--- config.mk ---
export PLATFORM = sky130hd
export DESIGN_NAME = int_controller
export DESIGN_NICKNAME = d
export VERILOG_FILES = /design/src/rtl/int_controller.sv
export SDC_FILE = /design/constraint.sdc
export NUM_CORES = 1
export LEC_CHECK = 0
export ABC_AREA = 1
export ABC_CLOCK_PERIOD_IN_PS = 1200
export CAP_MARGIN = 10
export CORE_MARGIN = 4
export CORE_UTILIZATION = 41
export CTS_BUF_LIST = sky130_fd_sc_hd__clkbuf_8
export CTS_CLUSTER_DIAMETER = 60
export DETAILED_ROUTE_END_ITERATION = 8
export GPL_ROUTABILITY_DRIVEN = 0
export PLACE_DENSITY = 0.79
export SLEW_MARGIN = 10
export SYNTH_ARGS = -nofsm -noshare
export SYNTH_HDL_FRONTEND = slang
export SYNTH_SLANG_ARGS = --single-unit
--- constraint.sdc ---
create_clock -name clk -period 1.2 [get_ports clk]
set_input_delay 0.18 -clock clk [delete_from_list [all_inputs] [get_ports clk]]
set_output_delay 0.18 -clock clk [all_outputs]
set_load 0.005 [all_outputs]
--- src/rtl/int_controller.sv ---
// Programmable interrupt controller: per-source level/edge latching, enable masking,
// claim/complete handshake with in-service tracking, and a small MMIO register window.
module int_controller #(
   parameter int N_SRC = 6
) (
   input  logic             clk,
   input  logic             RESET_N,
   input  logic [N_SRC-1:0] IRQ_SRC,
   input  logic             SEL,
   input  logic [2:0]       A,
   input  logic             WE,
   input  logic             RE,
   input  logic [31:0]      WD,
   output logic [31:0]      RD,
   output logic [N_SRC-1:0] HWInt
);

   localparam logic [2:0] A_PEND  = 3'd0;
   localparam logic [2:0] A_EN    = 3'd1;
   localparam logic [2:0] A_MODE  = 3'd2;
   localparam logic [2:0] A_CLAIM = 3'd3;
   localparam logic [2:0] A_CMPL  = 3'd4;
   localparam logic [2:0] A_INSV  = 3'd5;

   logic [N_SRC-1:0] smp, pend, en, mode, insv;
   logic [N_SRC-1:0] elig, edge_set, w1c, mode_chg, claim_oh, cmpl_oh, pend_nxt;
   logic [4:0]       claim_id;
   logic             claim_hit, do_claim, wr;
   logic             unused_wd;

   assign unused_wd = ^WD;
   assign wr        = SEL & WE;
   assign elig      = pend & en & ~insv;
   assign edge_set  = IRQ_SRC & ~smp;

   // lowest index wins: scan downward so the last hit is the smallest id
   always_comb begin
      claim_id  = '0;
      claim_hit = 1'b0;
      for (int i = N_SRC - 1; i >= 0; i--) begin
         if (elig[i]) begin
            claim_id  = 5'(i);
            claim_hit = 1'b1;
         end
      end
   end

   // a simultaneous write suppresses the claim side effect
   assign do_claim = SEL & RE & ~WE & (A == A_CLAIM) & claim_hit;

   always_comb begin
      claim_oh = '0;
      cmpl_oh  = '0;
      w1c      = '0;
      mode_chg = '0;
      if (do_claim)
         claim_oh = N_SRC'(1) << claim_id;
      if (wr && (A == A_CMPL) && (WD[4:0] < 5'(N_SRC)))
         cmpl_oh = N_SRC'(1) << WD[4:0];
      if (wr && (A == A_PEND))
         w1c = WD[N_SRC-1:0];
      if (wr && (A == A_MODE))
         mode_chg = WD[N_SRC-1:0] ^ mode;
   end

   // edge bits: a new edge beats any clear; level bits follow the line; mode change flushes
   assign pend_nxt = ~mode_chg &
                     ((mode & (edge_set | (pend & ~(w1c | claim_oh)))) |
                      (~mode & IRQ_SRC));

   always_ff @(posedge clk or negedge RESET_N) begin
      if (!RESET_N) begin
         smp   <= '0;
         pend  <= '0;
         en    <= '0;
         mode  <= '0;
         insv  <= '0;
         HWInt <= '0;
      end else begin
         smp   <= IRQ_SRC;
         pend  <= pend_nxt;
         insv  <= (insv | claim_oh) & ~cmpl_oh;
         HWInt <= elig;
         if (wr && (A == A_EN))
            en <= WD[N_SRC-1:0];
         if (wr && (A == A_MODE))
            mode <= WD[N_SRC-1:0];
      end
   end

   always_comb begin
      RD = '0;
      if (SEL) begin
         case (A)
            A_PEND:  RD = 32'(pend);
            A_EN:    RD = 32'(en);
            A_MODE:  RD = 32'(mode);
            A_CLAIM: RD = claim_hit ? {1'b1, 26'b0, claim_id} : 32'd0;
            A_INSV:  RD = 32'(insv);
            default: RD = '0;
         endcase
      end
   end

endmodule

==> results by group <==
Worst setup path
  • Worst reg2reg startpoint: insv[1]
  • R2R Setup Slk: -380 ps
  • Crit path from: pend[5]
  • R2r worst-path depth: 12
  • Crit-path max FO: 3
  • Endpoint class of the critical path: output port
  • Critical Path AT: 1670 ps
  • R2r endpoint: pend[0]
  • Critical Path RT: 1020 ps
  • WS Path Type: reg -> out
  • Worst Setup Start Kind: flop

Clocking
  • CTS Buffer Depth: 2
  • TritonCTS buffer count: 5
  • Hold-fix buffer count after cts: 0
  • CTS Sinks: 36
  • Worst-path clk slew: 80 ps
  • H-Tree Level Count: 2
  • CTS root buf: clkbuf_8
  • CTS tree: yes
  • Later-pin clock latency in the skew report: 300 ps

Yosys
  • Synth top area share: 41.1%
  • Seq/Total Area, Yosys: 41.1%
  • Area leader, netlist: dfrtp_1
  • Distinct cell type count after synthesis: 33
  • Asr flop ratio synth: 100%
  • Syn avg cell area: 8.08 um^2
  • Syn Inst Count: 271
  • Number of synthesis warnings: 0
  • EDFF count, synth: 0
  • Synth area leaders: dfrtp_1 41%, nand2_1 9.9%, buf_4 8.6%, nand2_2 4.3%, inv_1 4.1%
  • Cell Area, Synth: 2190 um^2
  • Count leader, synth: nand2_1
  • Post-synth top cells: 58 x nand2_1, 36 x dfrtp_1, 25 x buf_4
  • Top FF cell, synth: dfrtp_1
  • FF+latch count, synth: 36

Final layout
  • Diodes inserted: 0
  • Area of the multi-input gates: 1250 um^2
  • Layout cells sized above 1: 49.2%
  • Fill count: 404
  • Storage element area: 901 um^2
  • Nets: 443
  • Post-route cell area: 3470 um^2
  • Finished Layout Cells: 468
  • Fin util: 67.5%
  • Syn-to-layout area delta: 58.3%

Timing
  • Max Freq: 0.542 GHz
  • RSZ-0062 raised after global routing: true
  • Final setup fails: 19
  • Final Hold Viols: 0
  • Final WS setup: -646 ps
  • Max-slew violations: 0
  • Final worst path period share: 154%
  • Clk_skew: 9.08 ps
  • Final Critical Period: 1850 ps

Place
  • Port Buffers: 32
  • Final HPWL from detailed placement: 4710 um
  • Placed Instances: 446
  • Dpl cell area: 3100 um^2
  • Dpl ws: -937 ps

Global route
  • Vias in the first global route: 2267
  • Largest net degree at the start of global routing: 37
  • Global route total overflow: 0
  • Overall routing resource usage: 22.1%
  • First-pass GRT wire length: 10800 um
  • Initial antenna violation count: 0

Floorplan
  • Die area: 6570 um^2
  • Starting Density: 42.6%
  • I/O pin count: 84
  • Core Area: 5140 um^2
  • Die Y: 81.1 um
  • Die X: 81.1 um
  • Site Rows: 26

Detailed routing
  • Routed vias/inst: 4.94
  • Antenna viol nets, final: 0
  • Initial DRT Pass Iterations: 5
  • Initial drt markers: 124
  • Vias: 2314
  • Routed Wire Length: 7500 um
  • Drt wl/cell: 16.0 um
  • DRC violations left: 0

Min path
  • HP Class: in -> async

Pwr
  • Maximum VDD drop: 812 uV
  • PwrDens: 1030 nW/um^2
  • P_leak: 1.76 nW

Run
  • MaxCap Viol Count: 0

Outcome
  • Run status: finished, violations left
  • Failing checks: setup timing
==> report_power, final <==
group	internal [mW]	leakage, nW	switching (mW)
sequential	1.34	0.434	0.104
combinational	0.596	1.27	0.576
clock	0.459	0.0510	0.475
==> layout make-up <==
type                            instances  area share (%)
Multi-Input combinational cell        195            36.1
Timing Repair Buffer                  122            28.4
Sequential cell                        36            26.0
Inverter                               37            4.26
Tap cell                               70            2.53
Clock buffer                            6            2.38
Clock inverter                          2           0.289
==> routing by layer <==
layer,track usage [%],up-vias,wire (um)
met5,0,-,0
li1,-,1079,-
met1,26.1,1094,2790
met2,38.7,112,3850
met3,3.88,29,517
met4,10.5,0,346
==> layout by cell type (no fill, tap or decap), types with 3 or more instances in the layout <==
cell             synthesis  final
a21oi_1                 11      8
a21oi_2                  7     10
a221oi_2                 0      3
a22oi_1                  3      3
buf_2                    2      6
buf_4                   25     82
buf_6                    0      6
clkbuf_2                 0      4
clkbuf_8                 0      6
clkdlybuf4s50_1          0     16
clkinv_2                 0      3
conb_1                   1     25
dfrtp_1                 36     36
dlygate4sd2_1            0      6
inv_1                   24     17
inv_2                   12     16
inv_4                    0      3
nand2_1                 58     47
nand2_2                 15     21
nand2_4                  1      5
nand3_1                  5      3
nand3_4                  1      6
nor2_1                  20     17
nor2_4                   2      7
nor3_1                   4      4
o21ai_1                 12     12
==> worst max-delay path by stage <==
stage,cells past startpoint,to,slack [ps]
final,11,RD[0],-650
after floorplan,10,RD[0],-40
after detailed placement,10,RD[0],-940
after global placement,8,RD[2],-890
after CTS,8,RD[2],-590
after global routing,11,RD[0],-720
==> worst max-delay path, stage by stage (launching register included) <==
cell     delay (ps)
dfrtp_1         380
nand2_2          80
nor2_4          160
nand2_2          70
nand2_2          60
nand2_2          50
nand2_2          80
nand2_2          70
inv_2            80
nand2_2          70
a21oi_2         140
buf_2           130
==> kinds of logic (layout without fill, tap and decap cells) <==
logic type | count (synthesis) | count (layout) | synth area share, %
AOI/OAI and AO/OA | 51 | 51 | 16.2
buffers and inverters | 64 | 167 | 15.4
DFF | 36 | 36 | 41.1
other | 1 | 25 | 0.171
and+or+nand+nor | 119 | 119 | 27.1
==> timing repair <==
item / in CTS / in global routing
pin swaps: 20 / 21
setup endpoints to repair: 37 / 23
setup buffers: 9 / 11
resized for setup: 69 / 33
==> per-stage QoR <==
step           TNS (ps)  power [mW]  hold WS [ps]
4_1_cts           -6090        3.41           262
3_3_place_gp     -16590        2.40           480
3_5_place_dp     -17830        2.43           497
5_1_grt           -8430        3.75           271
2_1_floorplan      -105        1.92          -116
6_report          -7020        3.55           250
==> state kept, by name, summed over array words and instances, names as in the netlist <==
name,flops
smp,6
pend,6
mode,6
HWInt,6
insv,6
en,6
Note: power is estimated with default switching activity, not from simulation.
